<file path="src/rtl/divider_pkg.sv">
// Shared widths, FSM states and constants for the sequential 64/32 divider.
// DIVIDER_64B_32B_SEQ_RADIX4_EN selects two restoring steps per cycle.
package divider_pkg;
  localparam int DVD_W = 64;
  localparam int DVS_W = 32;
  localparam int CNT_W = 5;
`ifdef DIVIDER_64B_32B_SEQ_RADIX4_EN
  localparam int STEPS = 2;
`else
  localparam int STEPS = 1;
`endif
  localparam logic [CNT_W-1:0] CNT_INIT = CNT_W'(DVS_W / STEPS - 1);
  localparam logic [DVS_W-1:0] SAT      = '1;

  typedef enum logic [1:0] {IDLE, BUSY, DONE} state_e;
endpackage

</file>
<file path="src/rtl/divider_step.sv">
// One combinational restoring iteration: shift {R,Q} left, try R-D, keep if non-negative.
module divider_step
  import divider_pkg::*;
(
  input  logic [DVS_W:0]   r_i,
  input  logic [DVS_W-1:0] q_i,
  input  logic [DVS_W-1:0] d_i,
  output logic [DVS_W:0]   r_o,
  output logic [DVS_W-1:0] q_o
);
  logic [DVS_W:0]   r_sh;
  logic [DVS_W+1:0] t;
  logic             ge;

  always_comb begin
    r_sh = {r_i[DVS_W-1:0], q_i[DVS_W-1]};
    t    = {1'b0, r_sh} - {2'b00, d_i};
    // a set bit shifted out of R means the partial remainder already exceeds D
    ge   = r_i[DVS_W] | ~t[DVS_W+1];
    r_o  = ge ? t[DVS_W:0] : r_sh;
    q_o  = {q_i[DVS_W-2:0], ge};
  end
endmodule

</file>
<file path="src/rtl/divider_64b_32b_seq.sv">
// Sequential unsigned 64/32 restoring divider with valid/ready on both sides.
// DIVIDER_64B_32B_SEQ_RADIX4_EN chains two divider_step instances per cycle.
module divider_64b_32b_seq
  import divider_pkg::*;
(
  input  logic             iClk,
  input  logic             iRstN,
  input  logic             iEn,
  input  logic             iClr,
  input  logic             iValid,
  output logic             oReady,
  input  logic [DVD_W-1:0] iData0,
  input  logic [DVS_W-1:0] iData1,
  output logic             oValid,
  input  logic             iReady,
  output logic [DVS_W-1:0] oQuot,
  output logic [DVS_W-1:0] oRem,
  output logic             oDivZero,
  output logic             oOvf
);
  state_e           state_q, state_d;
  logic [CNT_W-1:0] cnt_q, cnt_d;
  logic [DVS_W:0]   r_q, r_d;
  logic [DVS_W-1:0] q_q, q_d, d_q, d_d, quot_q, quot_d, rem_q, rem_d;
  logic             vld_q, vld_d, dz_q, dz_d, ovf_q, ovf_d;

  logic [DVS_W:0]   r_c [STEPS+1];
  logic [DVS_W-1:0] q_c [STEPS+1];

  assign r_c[0] = r_q;
  assign q_c[0] = q_q;

  for (genvar i = 0; i < STEPS; i++) begin : g_step
    divider_step u_step (
      .r_i (r_c[i]),
      .q_i (q_c[i]),
      .d_i (d_q),
      .r_o (r_c[i+1]),
      .q_o (q_c[i+1])
    );
  end

  always_comb begin
    state_d = state_q;
    cnt_d   = cnt_q;
    r_d     = r_q;
    q_d     = q_q;
    d_d     = d_q;
    quot_d  = quot_q;
    rem_d   = rem_q;
    vld_d   = vld_q;
    dz_d    = dz_q;
    ovf_d   = ovf_q;
    if (iClr) begin
      state_d = IDLE;
      cnt_d   = '0;
      vld_d   = 1'b0;
      quot_d  = '0;
      rem_d   = '0;
      dz_d    = 1'b0;
      ovf_d   = 1'b0;
    end else if (iEn) begin
      case (state_q)
        IDLE: if (iValid) begin
          dz_d  = 1'b0;
          ovf_d = 1'b0;
          if (iData1 == '0) begin
            state_d = DONE;
            vld_d   = 1'b1;
            dz_d    = 1'b1;
            quot_d  = SAT;
            rem_d   = iData0[DVS_W-1:0];
          end else if (iData0[DVD_W-1:DVS_W] >= iData1) begin
            state_d = DONE;
            vld_d   = 1'b1;
            ovf_d   = 1'b1;
            quot_d  = SAT;
            rem_d   = iData0[DVS_W-1:0];
          end else begin
            state_d = BUSY;
            r_d     = {1'b0, iData0[DVD_W-1:DVS_W]};
            q_d     = iData0[DVS_W-1:0];
            d_d     = iData1;
            cnt_d   = CNT_INIT;
          end
        end
        BUSY: begin
          r_d   = r_c[STEPS];
          q_d   = q_c[STEPS];
          cnt_d = cnt_q - 1'b1;
          if (cnt_q == '0) begin
            state_d = DONE;
            cnt_d   = '0;
            vld_d   = 1'b1;
            quot_d  = q_c[STEPS];
            rem_d   = r_c[STEPS][DVS_W-1:0];
          end
        end
        DONE: if (iReady) begin
          state_d = IDLE;
          vld_d   = 1'b0;
        end
        default: state_d = IDLE;
      endcase
    end
  end

  always_ff @(posedge iClk) begin
    if (!iRstN) begin
      state_q <= IDLE;
      cnt_q   <= '0;
      r_q     <= '0;
      q_q     <= '0;
      d_q     <= '0;
      quot_q  <= '0;
      rem_q   <= '0;
      vld_q   <= 1'b0;
      dz_q    <= 1'b0;
      ovf_q   <= 1'b0;
    end else begin
      state_q <= state_d;
      cnt_q   <= cnt_d;
      r_q     <= r_d;
      q_q     <= q_d;
      d_q     <= d_d;
      quot_q  <= quot_d;
      rem_q   <= rem_d;
      vld_q   <= vld_d;
      dz_q    <= dz_d;
      ovf_q   <= ovf_d;
    end
  end

  assign oReady   = (state_q == IDLE);
  assign oValid   = vld_q;
  assign oQuot    = quot_q;
  assign oRem     = rem_q;
  assign oDivZero = dz_q;
  assign oOvf     = ovf_q;
endmodule
</file>
<file path="config.mk">
export PLATFORM = sky130hd
export DESIGN_NAME = divider_64b_32b_seq
export DESIGN_NICKNAME = d
export VERILOG_FILES = /design/src/rtl/divider_pkg.sv /design/src/rtl/divider_step.sv /design/src/rtl/divider_64b_32b_seq.sv
export SDC_FILE = /design/constraint.sdc
export NUM_CORES = 1
export LEC_CHECK = 0
export CORE_MARGIN = 2
export CORE_UTILIZATION = 54
export DETAILED_ROUTE_END_ITERATION = 8
export HOLD_SLACK_MARGIN = 0.05
export PLACE_DENSITY_LB_ADDON = 0.12
export SLEW_MARGIN = 10
export SYNTH_ARGS = -nofsm -noshare
export SYNTH_HDL_FRONTEND = slang
export SYNTH_SLANG_ARGS = --single-unit
</file>
<file path="constraint.sdc">
create_clock -name iClk -period 4.7 [get_ports iClk]
set_clock_uncertainty 0.15 [all_clocks]
set_input_delay 1.175 -clock iClk [delete_from_list [all_inputs] [get_ports iClk]]
set_output_delay 1.175 -clock iClk [all_outputs]
set_load 0.01 [all_outputs]
</file>
==> out/results.md <==
| Result | This run |
|---|---|
| Run status | complete, no violations |
| Number of nets produced by synthesis | 1423 |
| Origin of the worst min-delay path | cnt_q[2] |
| Category of the worst setup path capture point | register |
| Inserted Diodes | 0 |
| Fraction of power consumed by the clock network | 35.3% |
| Die span in x | 141 um |
| Post-CTS Repair Setup Buffers | 0 |
| Overall global routing resource usage | 29.4% |
| Total Power | 3.97 mW |
| Critical Path AT | 4.45 ns |
| CP Class | in2reg |
| Wire length of the first global-routing pass | 46.9 mm |
| Delay of the slowest cell on the worst path | 0.58 ns |
| Fraction of power consumed by sequential logic | 38.7% |
| Nets@finish | 1556 |
| Class of the tightest hold or removal check | reg2reg |
| Layout overhead on the synthesized area | 24.3% |
| Number of hold violations in the final report | 0 |
| Count of boundary I/O pins | 170 |
| Detailed-route vias per instance | 5.96 |
| Maximum ir drop on the vdd rail | 0.263 mV |
| Number of warnings issued by yosys | 0 |
| Buffer cell driving the clock tree root | sky130_fd_sc_hd__clkbuf_16 |
| Tightest Pin Transition | 1.09 ns |
| Placeable core area | 18100 um2 |
| Pwr Density | 316 nW/um2 |
| Maximum buffer depth of the clock tree | 2 |
| Period Utilization, post-route | 90.7% |
| Count of flip-flops with a built-in enable after synthesis | 0 |
| Prevailing post-synth register cell | sky130_fd_sc_hd__dfxtp_1 |
| Post-place instance area | 11900 um2 |
| Last weighted congestion value of the routability-driven placer | 0.976 |
| Drt first-iter violations | 660 |
| Number of H-tree levels | 4 |
| Largest fanout of any net on the critical path | 36 |
| Switching power share of the total | 32.8% |
| Switching component of the power | 1.30 mW |
| Height of the die | 141 um |
| Fmax | 234 MHz |
| Total of endpoints with negative setup slack in the final report | 0 |
| Library cell contributing the largest single delay on the critical path | sky130_fd_sc_hd__clkdlybuf4s50_1 |
| Estimated wirelength of the detail-placed design | 21.8 mm |
| Crit path from | iData0[32] |
| Antenna violations before repair | 0 |
| Post-detailed-route count of antenna-violating nets | 0 |
| Total vias in the final route | 9707 |
| Synth Instances | 1255 |
| Average wire per standard cell | 17.9 um |
| Insertion delay of the later-clocked pin in the worst-skew pair | 0.44 ns |
| Total wire length after detailed routing | 29.1 mm |
| Std-Cell Rows | 49 |
| Synthesized flop and latch total | 171 |
| Mean post-synth cell area | 8.03 um2 |
| Initial cell density of the core | 55.5% |
| Required time at the endpoint of the critical path | 4.89 ns |
| Combinational share of power | 26.0% |
| Setup total negative slack | 0 ns |
| Minimum clock period | 4.26 ns |
| Cell Int Power | 2.67 mW |
| Post-cts hold buffer count | 0 |
| Relative slew margins | 26.4% |
| Number of optimization iterations in the first detailed-route pass | 6 |
| Count of unique library cells instantiated by Yosys | 66 |
| Number of clock sinks | 171 |
| Kind of start point of the critical path | primary input |
| Min-Delay Path Depth | 2 |
| CTS clock-pin slew for the worst setup and hold paths | 0.07 ns |
| Unrepaired setup endpoints after global routing | false |
| Origin of the critical flop-to-flop path | d_q[5] |
| Number of global-route vias before repair | 9277 |
| Remaining Overflow, GRT | 0 |
| Fill cells | 1587 |
| Layout cell share with drive strength beyond 1 | 6.14% |
| Max-cap violations | 0 |
| Number of max-slew violations in the final report | 0 |
| Post-Syn Area | 10100 um2 |
| Leakage | 5.03 nW |
| Cells traversed along the worst timing path | clkdlybuf4s50_1 > inv_1 > ha_1 > nand2b_1 > a31oi_1 > o221ai_1 > o311a_1 > a211o_1 > a211oi_4 > o21ai_2 > nor2_4 > buf_12 > nand2_1 > o31ai_1 |
| Pin count of the biggest net entering global routing | 63 |
| Asr flop ratio synth | 0% |
| CTS buffer count | 17 |
| Sequential share of the synthesized area | 34.0% |
| Cells resized by post-CTS repair | 0 |
| Area of the die | 19800 um2 |
| Number of buffers inserted by port buffering | 169 |
| Logic depth of the worst register-to-register path | 13 |
| CTS tree | done |
| Fin area | 12500 um2 |
| DRC violations left | 0 |
-- power groups by stage --
stage / registers, mW / clock network, mW / logic (mW)
2_1_floorplan: 1.56 / 0 / 0.684
3_3_place_gp: 1.57 / 0 / 0.998
3_5_place_dp: 1.57 / 0 / 1.01
4_1_cts: 1.54 / 1.41 / 1.02
5_1_grt: 1.54 / 1.47 / 1.13
6_report: 1.54 / 1.40 / 1.03
-- Yosys cell counts (all sizes together) (32+ instances only) --
cell type	instances	area share [%]
dfxtp	171	34
nand2	119	4.4
nor2	117	4.5
o21ai	92	4.6
nor3	78	3.9
inv	77	2.9
ha	65	8.1
a21oi	63	3.1
nand3	57	2.8
clkbuf	51	1.9
a32o	40	4.0
nor2b	39	2.4
buf	34	2.3
mux2i	32	3.2
-- stage by stage --
stage / std cells / worst slack, ns / utilization, % / hold slack (ns)
3_5_place_dp: 1598 / 0.0714 / 65.8 / 0.312
4_1_cts: 1630 / 0.477 / 69.1 / 0.318
6_report: 1630 / 0.436 / 69.1 / 0.320
5_1_grt: 1630 / 0.253 / 69.1 / 0.340
2_1_floorplan: 1255 / 0.915 / - / 0.285
3_3_place_gp: 1598 / 0.157 / 65.8 / 0.295
-- state kept, by name (all words and copies together), names as in the netlist --
signal	flops
q_q	32
oOvf	1
oValid	1
oQuot	32
oDivZero	1
d_q	32
oRem	32
r_q	33
cnt_q	5
state_q	2
-- layer usage --
metal,global-route usage (%),vias up,share of wire (%)
met5,0,-,0
met4,9.68,0,2.3
met2,49.4,323,47
met3,4.18,43,5.8
li1,-,4770,-
met1,39.1,4571,45
-- critical path, delay by kind of cell --
family          cells  cell delay [ns]
compound gates      7             1.70
buf+inv             3             0.87
simple gates        3             0.41
fa+ha+maj           1             0.28
-- cells in the final DEF, fill, tap and decap left out, types with 15 or more instances in the layout --
cell type | synthesis | routed
sky130_fd_sc_hd__nand3_1 | 57 | 57
sky130_fd_sc_hd__a21oi_1 | 63 | 63
sky130_fd_sc_hd__clkbuf_16 | 0 | 17
sky130_fd_sc_hd__nand2_1 | 119 | 119
sky130_fd_sc_hd__o211a_1 | 31 | 31
sky130_fd_sc_hd__buf_4 | 4 | 25
sky130_fd_sc_hd__o211ai_1 | 27 | 27
sky130_fd_sc_hd__inv_1 | 77 | 77
sky130_fd_sc_hd__o21ai_0 | 85 | 85
sky130_fd_sc_hd__nor2_1 | 115 | 115
sky130_fd_sc_hd__clkdlybuf4s50_1 | 0 | 168
sky130_fd_sc_hd__dfxtp_1 | 171 | 171
sky130_fd_sc_hd__nor3_1 | 78 | 78
sky130_fd_sc_hd__ha_1 | 65 | 65
sky130_fd_sc_hd__a32o_1 | 40 | 40
sky130_fd_sc_hd__xnor2_1 | 15 | 15
sky130_fd_sc_hd__nor2b_1 | 39 | 37
sky130_fd_sc_hd__mux2i_1 | 32 | 32
-- worst paths after layout --
| kind | to | slack [ns] |
|---|---|---|
| max | r_q[17] | 0.44 |
| min | cnt_q[2] | 0.32 |
| max reg2reg | oRem[24] | 0.66 |
| min reg2reg | cnt_q[2] | 0.32 |
-- logic make-up (layout without fill, tap and decap cells) --
| group | count (synthesis) | after routing | share of synthesized area (%) |
|---|---|---|---|
| AND/OR/NAND/NOR | 462 | 462 | 21.4 |
| adder cells (fa/ha/maj) | 66 | 66 | 8.27 |
| AO/OA/AOI/OAI | 333 | 333 | 23.4 |
| flip-flops | 171 | 171 | 34.0 |
| multiplexers | 35 | 35 | 3.51 |
| buffers and inverters | 162 | 308 | 7.13 |
| XOR/XNOR | 26 | 26 | 2.26 |
-- area by class of cell --
| cell class | count | area (um2) | area share, % |
|---|---|---|---|
| Clock inverter | 14 | 145 | 1.16 |
| Sequential cell | 171 | 3420 | 27.3 |
| Inverter | 77 | 289 | 2.31 |
| Tap cell | 229 | 287 | 2.29 |
| Clock buffer | 18 | 439 | 3.50 |
| Timing Repair Buffer | 199 | 1970 | 15.8 |
| Multi-Input combinational cell | 922 | 5980 | 47.7 |
Power figures use the tool's default switching activity.
